File: config.mk
export PLATFORM = sky130hd
export DESIGN_NAME = cipher_cfg_sequencer
export DESIGN_NICKNAME = d
export VERILOG_FILES = /design/src/rtl/cipher_cfg_sequencer.sv
export SDC_FILE = /design/constraint.sdc
export NUM_CORES = 1
export LEC_CHECK = 0
export BUFFER_PORTS_ARGS = -buffer_cell sky130_fd_sc_hd__buf_2
export CAP_MARGIN = 30
export CORE_ASPECT_RATIO = 1.75
export CORE_MARGIN = 2
export CORE_UTILIZATION = 32
export DETAILED_ROUTE_END_ITERATION = 10
export GPL_ROUTABILITY_DRIVEN = 0
export HOLD_SLACK_MARGIN = 0.15
export SLEW_MARGIN = 25
export SYNTH_ARGS = -nofsm -noshare
export SYNTH_HDL_FRONTEND = slang
export SYNTH_SLANG_ARGS = --single-unit
File: constraint.sdc
create_clock -name clk -period 2.2 [get_ports clk]
set_input_delay 0.44 -clock clk [delete_from_list [all_inputs] [get_ports clk]]
set_output_delay 0.44 -clock clk [all_outputs]
set_load 0.03 [all_outputs]
File: src/rtl/cipher_cfg_sequencer.sv
// rtl/cipher_cfg_sequencer.sv - loads, optionally verifies, and locks a key in the cipher's serial config chain
// Gates the cipher tx/rx enables until a verified key is resident in the chain.
module cipher_cfg_sequencer #(
  parameter int M      = 36,
  parameter bit VERIFY = 1'b1
) (
  input  logic         clk,
  input  logic         rst_n,
  input  logic [M-1:0] key_in,
  input  logic         key_valid,
  output logic         key_ready,
  input  logic         tx_req,
  input  logic         rx_req,
  output logic         cfg_en,
  output logic         cfg_bit,
  input  logic         cfg_ret,
  output logic         tx_en,
  output logic         rx_en,
  output logic         busy,
  output logic         locked,
  output logic         cfg_err,
  output logic [2:0]   state_dbg
);

  localparam int CW = (M > 1) ? $clog2(M) : 1;
  localparam logic [CW-1:0] CNT_LAST = CW'(M - 1);

  typedef enum logic [2:0] {
    ST_IDLE   = 3'd0,
    ST_SHIFT  = 3'd1,
    ST_VERIFY = 3'd2,
    ST_RUN    = 3'd3,
    ST_ERROR  = 3'd4
  } state_e;

  state_e        state_q, state_d;
  logic [M-1:0]  shadow_q, shadow_d;
  logic [M-1:0]  shift_q, shift_d;
  logic [CW-1:0] cnt_q, cnt_d;
  logic          err_q, err_d;
  logic          accept;
  logic          cnt_last;

  assign accept   = key_valid & key_ready;
  assign cnt_last = (cnt_q == CNT_LAST);

  always_ff @(posedge clk or negedge rst_n) begin
    if (!rst_n) begin
      state_q  <= ST_IDLE;
      shadow_q <= '0;
      shift_q  <= '0;
      cnt_q    <= '0;
      err_q    <= 1'b0;
    end else begin
      state_q  <= state_d;
      shadow_q <= shadow_d;
      shift_q  <= shift_d;
      cnt_q    <= cnt_d;
      err_q    <= err_d;
    end
  end

  always_comb begin
    state_d  = state_q;
    shadow_d = shadow_q;
    shift_d  = shift_q;
    cnt_d    = cnt_q;
    err_d    = err_q;
    cfg_en   = 1'b0;
    cfg_bit  = 1'b0;
    case (state_q)
      ST_IDLE, ST_RUN, ST_ERROR: begin
        if (accept) begin
          shadow_d = key_in;
          shift_d  = key_in;
          cnt_d    = '0;
          err_d    = 1'b0;
          state_d  = ST_SHIFT;
        end
      end
      ST_SHIFT: begin
        cfg_en  = 1'b1;
        cfg_bit = shift_q[0];
        shift_d = shift_q >> 1;
        if (cnt_last) begin
          cnt_d   = '0;
          state_d = VERIFY ? ST_VERIFY : ST_RUN;
        end else begin
          cnt_d = cnt_q + 1'b1;
        end
      end
      ST_VERIFY: begin
        // Feeding the readback straight back in rotates the chain to its original word after M cycles.
        cfg_en  = 1'b1;
        cfg_bit = cfg_ret;
        if (cfg_ret != shadow_q[cnt_q]) begin
          cnt_d   = '0;
          err_d   = 1'b1;
          state_d = ST_ERROR;
        end else if (cnt_last) begin
          cnt_d   = '0;
          state_d = ST_RUN;
        end else begin
          cnt_d = cnt_q + 1'b1;
        end
      end
      default: state_d = ST_IDLE;
    endcase
  end

  // key_ready is forced low while reset is held, even though the reset state is IDLE.
  assign key_ready = rst_n & ((state_q == ST_IDLE) | (state_q == ST_RUN) | (state_q == ST_ERROR));
  assign busy      = (state_q == ST_SHIFT) | (state_q == ST_VERIFY);
  assign locked    = (state_q == ST_RUN);
  assign tx_en     = tx_req & locked;
  assign rx_en     = rx_req & locked;
  assign cfg_err   = err_q;
  assign state_dbg = state_q;

endmodule

# Word-level counts from Yosys, hierarchy flattened
# Cells that the tools add are included.
totals:
  inputBits: 42
  register_bits: 82
op_classes:
  magnitude_cmp: 1
  mux: 18
  reduce_logical: 11
  addsub: 1
  bitwise_logic: 7
  eq_ne: 10
op_table:
  columns: ["cell", "n"]
  rows:
  - ["$pmux 36 s2", 1]
  - ["$mux 36", 1]
  - ["$mux 6", 3]
  - ["$pmux 6 s3", 1]
  - ["$mux 3", 4]
  - ["$pmux 3 s3", 1]
  - ["$lt 6x7->1 const B", 1]
  - ["$add 6x1->6 const B", 1]
  - ["$bmux 1 s6", 1]
  - ["$eq 3x2->1 const B", 2]
  - ["$eq 6x6->1 const B", 1]
  - ["$ne 2x2->1 const B", 3]
  - ["$reduce_and 2->1", 3]
  - ["$reduce_and 3->1", 2]
  - ["$and 1x1->1", 4]
  - ["$mux 1", 4]
  - ["$pmux 1 s2", 2]
  - ["$reduce_bool 2->1", 2]
  - ["$eq 3x1->1 const B", 1]
  - ["$eq 3x3->1 const B", 1]
  - ["$logic_not 3->1", 1]
  - ["$ne 3x3->1 const B", 1]
  - ["$or 1x1->1", 3]
  - ["$reduce_bool 3->1", 1]
  - ["other kinds (3)", 3]

# Logic depth before layout (Yosys ltp)
# Gate-level depths: netlist of the first run.
depth:
  ltp_word: 7
  ltp_mapped: 9
  mapped_depth_nobuf: 7

# Least setup slack after synthesis of the first run
# Ideal clock, no wire load.
synth_path:
  kind: "reg-to-reg"
  startpoint: "register state_q[1] (netlist: state_dbg[1])"
  endpoint: "register shift_q[15]"
  path_slack_ps: -348
  stages_incl_launch_ff: 10
  required_ps: 2131
  setup_time_ps: 69
  arrival_ps: 2480
  path_cell_list: "dfrtp_1 -> and3b_1 -> clkbuf_1 -> o21a_1 -> and2_1 -> clkbuf_1 -> buf_2 -> buf_1 -> nand2_1 -> nand3_1"
synth_between:
  elab_chain_cells: 7
synth_lines:
  columns: ["item", "line_no", "text"]
  rows:
  - ["start, declared", "36", "state_e state_q, state_d;"]
  - ["start signal, assigned", "55", "state_q <= state_d;"]
  - ["$eq 3x2->1", null, null]
  - ["named net locked", "20", "output logic locked,"]
  - ["$or 1x1->1 (2 in a row)", "112", "assign key_ready = rst_n & ((state_q == ST_IDLE) | (state_q == ST_RUN) | (state_q == ST_ERROR));"]
  - ["$and 1x1->1", "112", null]
  - ["named net key_ready", "11", "output logic key_ready,"]
  - ["$and 1x1->1", "44", "assign accept = key_valid & key_ready;"]
  - ["$ne 2x2->1 (no line)", null, null]
  - ["$reduce_and 2->1 (no line)", null, null]
  - ["end signal, assigned", "57", "shift_q <= shift_d;"]
  - ["end, declared", "38", "logic [M-1:0] shift_q, shift_d;"]
# The timed path passes the listed nets, and every way through them passes these cells.
# A chain may end at the register's enable or synchronous reset.

# Worst setup path in the final report of the first run
layout_path:
  startpoint: "register cnt_q[0]"
  endpoint: "register cnt_q[3]"
layout_between:
  elab_chain_cells: 5
layout_lines:
  columns: ["item", "line_no", "text"]
  rows:
  - ["start, declared", "39", "logic [CW-1:0] cnt_q, cnt_d;"]
  - ["start signal, assigned", "58", "cnt_q <= cnt_d;"]
  - ["$bmux 1 s6", "96", "if (cfg_ret != shadow_q[cnt_q]) begin"]
  - ["$mux 1 (implied by the code)", "96", null]
  - ["$ne 1x1->1", "96", null]
  - ["$mux 6", "96", null]
  - ["$pmux 6 s3 *", "71", "case (state_q)"]
# Every way passes the cells marked *; elsewhere a longest branch is shown, timed or not. The select of a mux whose other input is x is not followed.

==> run summary, run 1 <==
setup TNS - -0.738 ns
Crit. End Element - flip-flop
Hold Vio Cnt, Final - 0
clock sink count - 82
outcome - finished, violations left
CP max FO - 6
CP arrival - 2.62 ns
TritonCTS buffer count - 9
CP Class - reg -> reg
Area Overhead vs Synth - 25.3%
commonest non-fill, non-tap cell in the layout - nand2_1
row cnt - 52
routed wire length - 9410 microns
post-synth top area share - 53.6%
crit path capture - cnt_q[3]
crit path launch type - flip-flop
first-pass GRT wire length - 15600 microns
setup violators final - 8
number of diodes - 0
Multi-input gate area - 0.00170 sq mm
Worst Hold Path Cells - 3
ratio of cells with drive above 1 in the final layout - 25.8%
Max Fclk - 426 MHz
Post-Syn Nets - 461
failing checks - negative setup slack
IO Count - 53
most area-consuming cells after synthesis - dfrtp_1 (54%), nand2_1 (18%), nand3_1 (3.5%)
Worst Setup Slack, final - -0.147 ns
largest net degree at the start of global routing - 43
die width - 86.7 microns
clock slew at reported path FFs - 0.06 ns
number of synthesized flops with an enable pin - 0
die area - 0.0129 sq mm
core footprint - 0.0116 sq mm
wire per inst - 15.1 microns
root buffer cell - clkbuf_16
crit path time final - 2.35 ns
post-layout util - 41.2%
CTS tree - yes
Worst Path Required - 2.47 ns
initial antenna violation count - 0
HP Class - in -> reg
initial DRC count - 178
post-synthesis average cell area - 9.16 sq um
P_leak - 2.41 nW
Gate Count Post-Synth - 418
die extent in y - 149 microns
#FFs+latches synth - 82
H-tree levels - 3
Vias per Instance - 5.08
Layout Skew - 0.00716 ns
DRC Markers - 0
starting density of the core - 32.9%
pwr/cell area - 1420 mW/mm^2
highest-count cells in the layout ignoring fill and taps - nand2_1 (187), dfrtp_1 (78), buf_2 (51), nand3_1 (27), buf_4 (22)
RSZ-0062 raised after global routing - true
period utilisation layout - 107%
Yosys cell types - 48
drt pass-1 iters - 6
reg2reg end - cnt_q[3]
Final #Nets - 526
actual slew at the worst max-slew pin - 0.557 ns
Reg2Reg Depth - 9
Slew Viols, Final - 0
Max Root-Sink Buffers - 2
grt ovf - 0
Setup crit start - cnt_q[0]
post-DP HPWL - 6960 microns
R2R Setup Slk - -0.15 ns
Max Cap Violations - 0
DR vias - 3163
max_slew headroom - 62.8%
post-synthesis async set-or-reset flop share - 100%
GRT Overall Usage - 15.8%
# port buffers - 52
Seq/Total Area, Yosys - 53.6%
Synth warnings - 0
ys flop type - dfrtp_1
# fillers - 1132
cell taking the most area after synthesis - dfrtp_1
flip-flop and latch area - 0.00206 sq mm
peak supply drop - 0.000505 V
clk_lat worst skew - 0.34 ns
vias in the first global route - 3227
Synth Cell Area - 0.00383 sq mm
final antenna-violating net count - 0
RR Startpoint - cnt_q[0]
## repair_timing
item | CTS | global route
endpoints found under the hold margin | 2 | 0
setup endpoints to repair | 10 | 10
resized for setup | 8 | 8
buffers inserted | 0 | 0
hold buffers | 1 | 0
pin swaps | 14 | 4
## through the flow
stage	worst slack, ns	hold WS [ns]	std cells	area, sq um	total power, W
finish	-0.147	0.310	623	4800	0.00683
global route	-0.254	0.327	623	4800	0.00732
CTS	-0.131	0.306	623	4760	0.00681
detailed placement	-0.222	0.242	606	4380	0.00505
floorplan	0.0421	0.144	418	3840	0.00428
global placement	-0.201	0.243	605	4360	0.00496
## power breakdown
group / switching (W) / total, W / internal [W]
Sequential: 0.000420 / 0.00261 / 0.00219
Clock: 0.000590 / 0.00167 / 0.00108
Combinational: 0.00141 / 0.00255 / 0.00114
Total: 0.00242 / 0.00683 / 0.00441
## state kept, by name, summed over array words and instances (netlist names)
register	count
cfg_err	1
cnt_q	6
shadow_q	36
shift_q	36
state_dbg	3
## routing by layer
metal | routed length (microns) | share of wire, % | GRT usage, %
met5 | 0 | 0 | 0
met4 | 303 | 3.2 | 8.36
met3 | 244 | 2.6 | 2.77
met2 | 5320 | 57 | 28.6
met1 | 3540 | 38 | 17.2
## area by class of cell
type	count	share of cell area [%]
Clock buffer	12	5.55
Tap cell	135	3.52
Multi-Input combinational cell	306	35.3
Clock inverter	4	1.51
Sequential cell	82	42.9
Timing Repair Buffer	80	10.9
Inverter	4	0.313
## cells in the mapped netlist, drive strengths merged (4+ instances only)
cell,n
a21oi,8
a22oi,15
and2,5
buf,10
clkbuf,16
dfrtp,82
inv,4
mux2i,4
mux4,7
nand2,187
nand3,28
nor2,8
o21ai,5
## cell families (layout without fill, tap and decap cells)
logic type | count (synthesis) | count (layout) | share of synthesized area, %
compound gates | 46 | 46 | 9.08
mux | 11 | 11 | 5.36
buf+inv | 30 | 100 | 3.82
simple gates | 247 | 247 | 27.6
fa+ha+maj | 1 | 1 | 0.327
xor+xnor | 1 | 1 | 0.229
flops | 82 | 82 | 53.6
## worst min-delay path by stage
stage	from	to	slack, ns
4_1_cts	key_in[32]	shadow_q[32]	0.31
5_1_grt	key_in[23]	shadow_q[23]	0.33
3_5_place_dp	rst_n	cfg_err	0.24
6_report	key_in[28]	shadow_q[28]	0.31
3_3_place_gp	rst_n	cfg_err	0.24
2_1_floorplan	rst_n	cfg_err	0.14
## critical path, cell delays in order (launching register included)
cell and delay [ns]:
dfrtp_1 0.41, buf_6 0.15, buf_6 0.11, mux2i_1 0.12
a221oi_2 0.38, a211oi_4 0.13, or4_4 0.47, a31oi_4 0.28
a21oi_2 0.10, o21ai_1 0.11
Note: power is estimated with default switching activity, not from simulation.
==> inputs of run 2 (changes only) <==
==> constraint.sdc (replaced) <==
create_clock -name clk -period 2.2 [get_ports clk]
set_input_delay 0 -clock clk [delete_from_list [all_inputs] [get_ports clk]]
set_output_delay 0 -clock clk [all_outputs]
set_load 0.03 [all_outputs]
==> run summary, run 2 (synthesis results as in run 1) <==
setup TNS - -0.794 ns
Slowest-stage cell, CP - or4_4
RSZ-0062 raised after global routing - true
clock sink count - 82
crit path time final - 2.34 ns
fin area - 0.00521 sq mm
pwr/cell area - 1320 mW/mm^2
Post-Layout Cell Count - 662
post-DP HPWL - 6960 microns
Top Registers - shadow_q: 36 flops, shift_q: 36 flops, cnt_q: 6 flops
CP peak stage delay - 0.49 ns
GRT Overall Usage - 15.6%
Area Overhead vs Synth - 36.0%
CTS tree - yes
initial antenna violation count - 0
die width - 86.7 microns
crit path launch type - flip-flop
starting density of the core - 32.9%
CP arrival - 2.61 ns
Worst Path Required - 2.47 ns
ratio of cells with drive above 1 in the final layout - 24.1%
die area - 0.0129 sq mm
Buf+Inv Stages, Crit Path - 2
largest net degree at the start of global routing - 53
placed inst area - 0.00439 sq mm
Multi-input gate area - 0.00173 sq mm
# fillers - 1114
Crit. End Element - flip-flop
clk_lat worst skew - 0.34 ns
flip-flop and latch area - 0.00206 sq mm
Vias per Instance - 4.86
Max Cap Violations - 0
failing checks - negative setup slack
Top delay family on crit path - compound AO/OA/AOI/OAI gates
CP max FO - 8
die extent in y - 149 microns
peak supply drop - 0.000642 V
post-layout util - 44.7%
HP Class - in -> async
drt pass-1 iters - 4
commonest non-fill, non-tap cell in the layout - nand2_1
highest-count cells in the layout ignoring fill and taps - nand2_1 (187), dfrtp_1 (79), buf_2 (51), dlygate4sd3_1 (40), nand3_1 (27)
outcome - finished, violations left
first-pass GRT wire length - 15400 microns
actual slew at the worst max-slew pin - 0.505 ns
core footprint - 0.0116 sq mm
Hold WS - 0.350 ns
period utilisation layout - 106%
Worst Setup Slack, final - -0.137 ns
H-tree levels - 3
Critical Path, Cell by Cell - buf_12 > buf_6 > mux2i_2 > a221oi_2 > a211oi_4 > or4_4 > a31oi_4 > a21oi_2 > o21ai_1
root buffer cell - clkbuf_16
Max Fclk - 428 MHz
setup violators final - 9
initial DRC count - 141
Slew Viols, Final - 0
IO Count - 53
vias in the first global route - 3213
CP Class - reg -> reg
Hold Vio Cnt, Final - 0
grt ovf - 0
Layout Skew - 0.00537 ns
placed cell count - 606
clock slew at reported path FFs - 0.06 ns
final antenna-violating net count - 0
DRC Markers - 0
# port buffers - 52
row cnt - 52
wire per inst - 14.3 microns
TritonCTS buffer count - 9
DR vias - 3220
max_slew headroom - 66.2%
Max Root-Sink Buffers - 2
Final #Nets - 566
routed wire length - 9440 microns
P_leak - 2.57 nW
number of diodes - 0
==> run 2: changes by cell type in the layout (fill, tap and decap cells not counted), sizes merged <==
| cell | delta |
|---|---|
| clkinvlp | +1 |
| buf | +1 |
| dlygate4sd3 | +39 |
| clkbuf | -2 |
==> run 2: report_power, final <==
group / total [W] / leakage, nW / switching [W] / internal (W)
sequential: 0.00263 / 1.03 / 0.000439 / 0.00219
clock: 0.00159 / 0.145 / 0.000602 / 0.000985
combinational: 0.00264 / 1.39 / 0.00141 / 0.00123
total: 0.00686 / 2.57 / 0.00245 / 0.00440
==> run 2: routing by layer <==
metal | GRT usage [%] | wire length (microns)
met5 | 0 | 0
met3 | 2.94 | 242
met2 | 27.7 | 5220
met4 | 8.59 | 366
met1 | 17.1 | 3620
==> run 2: repair_timing <==
action                                  4_1_cts  5_1_grt
hold endpoints to repair                    156        0
buffers inserted                              1        0
hold buffers                                 40        0
resized for setup                            12        7
endpoints found under the setup margin       10       10
pin swaps                                    11        3
==> run 2: cell type report <==
class | count | share of cell area [%]
repair buffers | 120 | 17.8
multi-input cells | 306 | 33.3
inverters | 4 | 0.288
flip-flops and latches | 82 | 39.5
clock inverters | 5 | 1.54
well taps | 135 | 3.24
clock buffers | 10 | 4.40
==> run 2: tightest hold or removal path: stages <==
cell and delay [ns]:
dlygate4sd3_1 0.59, buf_4 0.15, buf_4 0.37
==> run 2: worst paths after layout <==
check / startpoint / endpoint / cells past startpoint / slack, ns
max: cnt_q[0] / cnt_q[3] / 9 / -0.14
min: rst_n / shadow_q[32] / 3 / 0.35
max reg2reg: cnt_q[0] / cnt_q[3] / 9 / -0.14
min reg2reg: shadow_q[25] / shadow_q[25] / 2 / 0.47
max in group asynchronous: rst_n / shift_q[22] / 4 / 1.27
min in group clk: tx_req / tx_en / 3 / 0.35
==> run 2: stage by stage <==
| stage | worst slack, ns | power (W) |
|---|---|---|
| 3_3_place_gp | -0.236 | 0.00498 |
| 3_5_place_dp | -0.324 | 0.00505 |
| 6_report | -0.137 | 0.00686 |
| 2_1_floorplan | 0.0421 | 0.00428 |
| 5_1_grt | -0.238 | 0.00733 |
| 4_1_cts | -0.155 | 0.00685 |
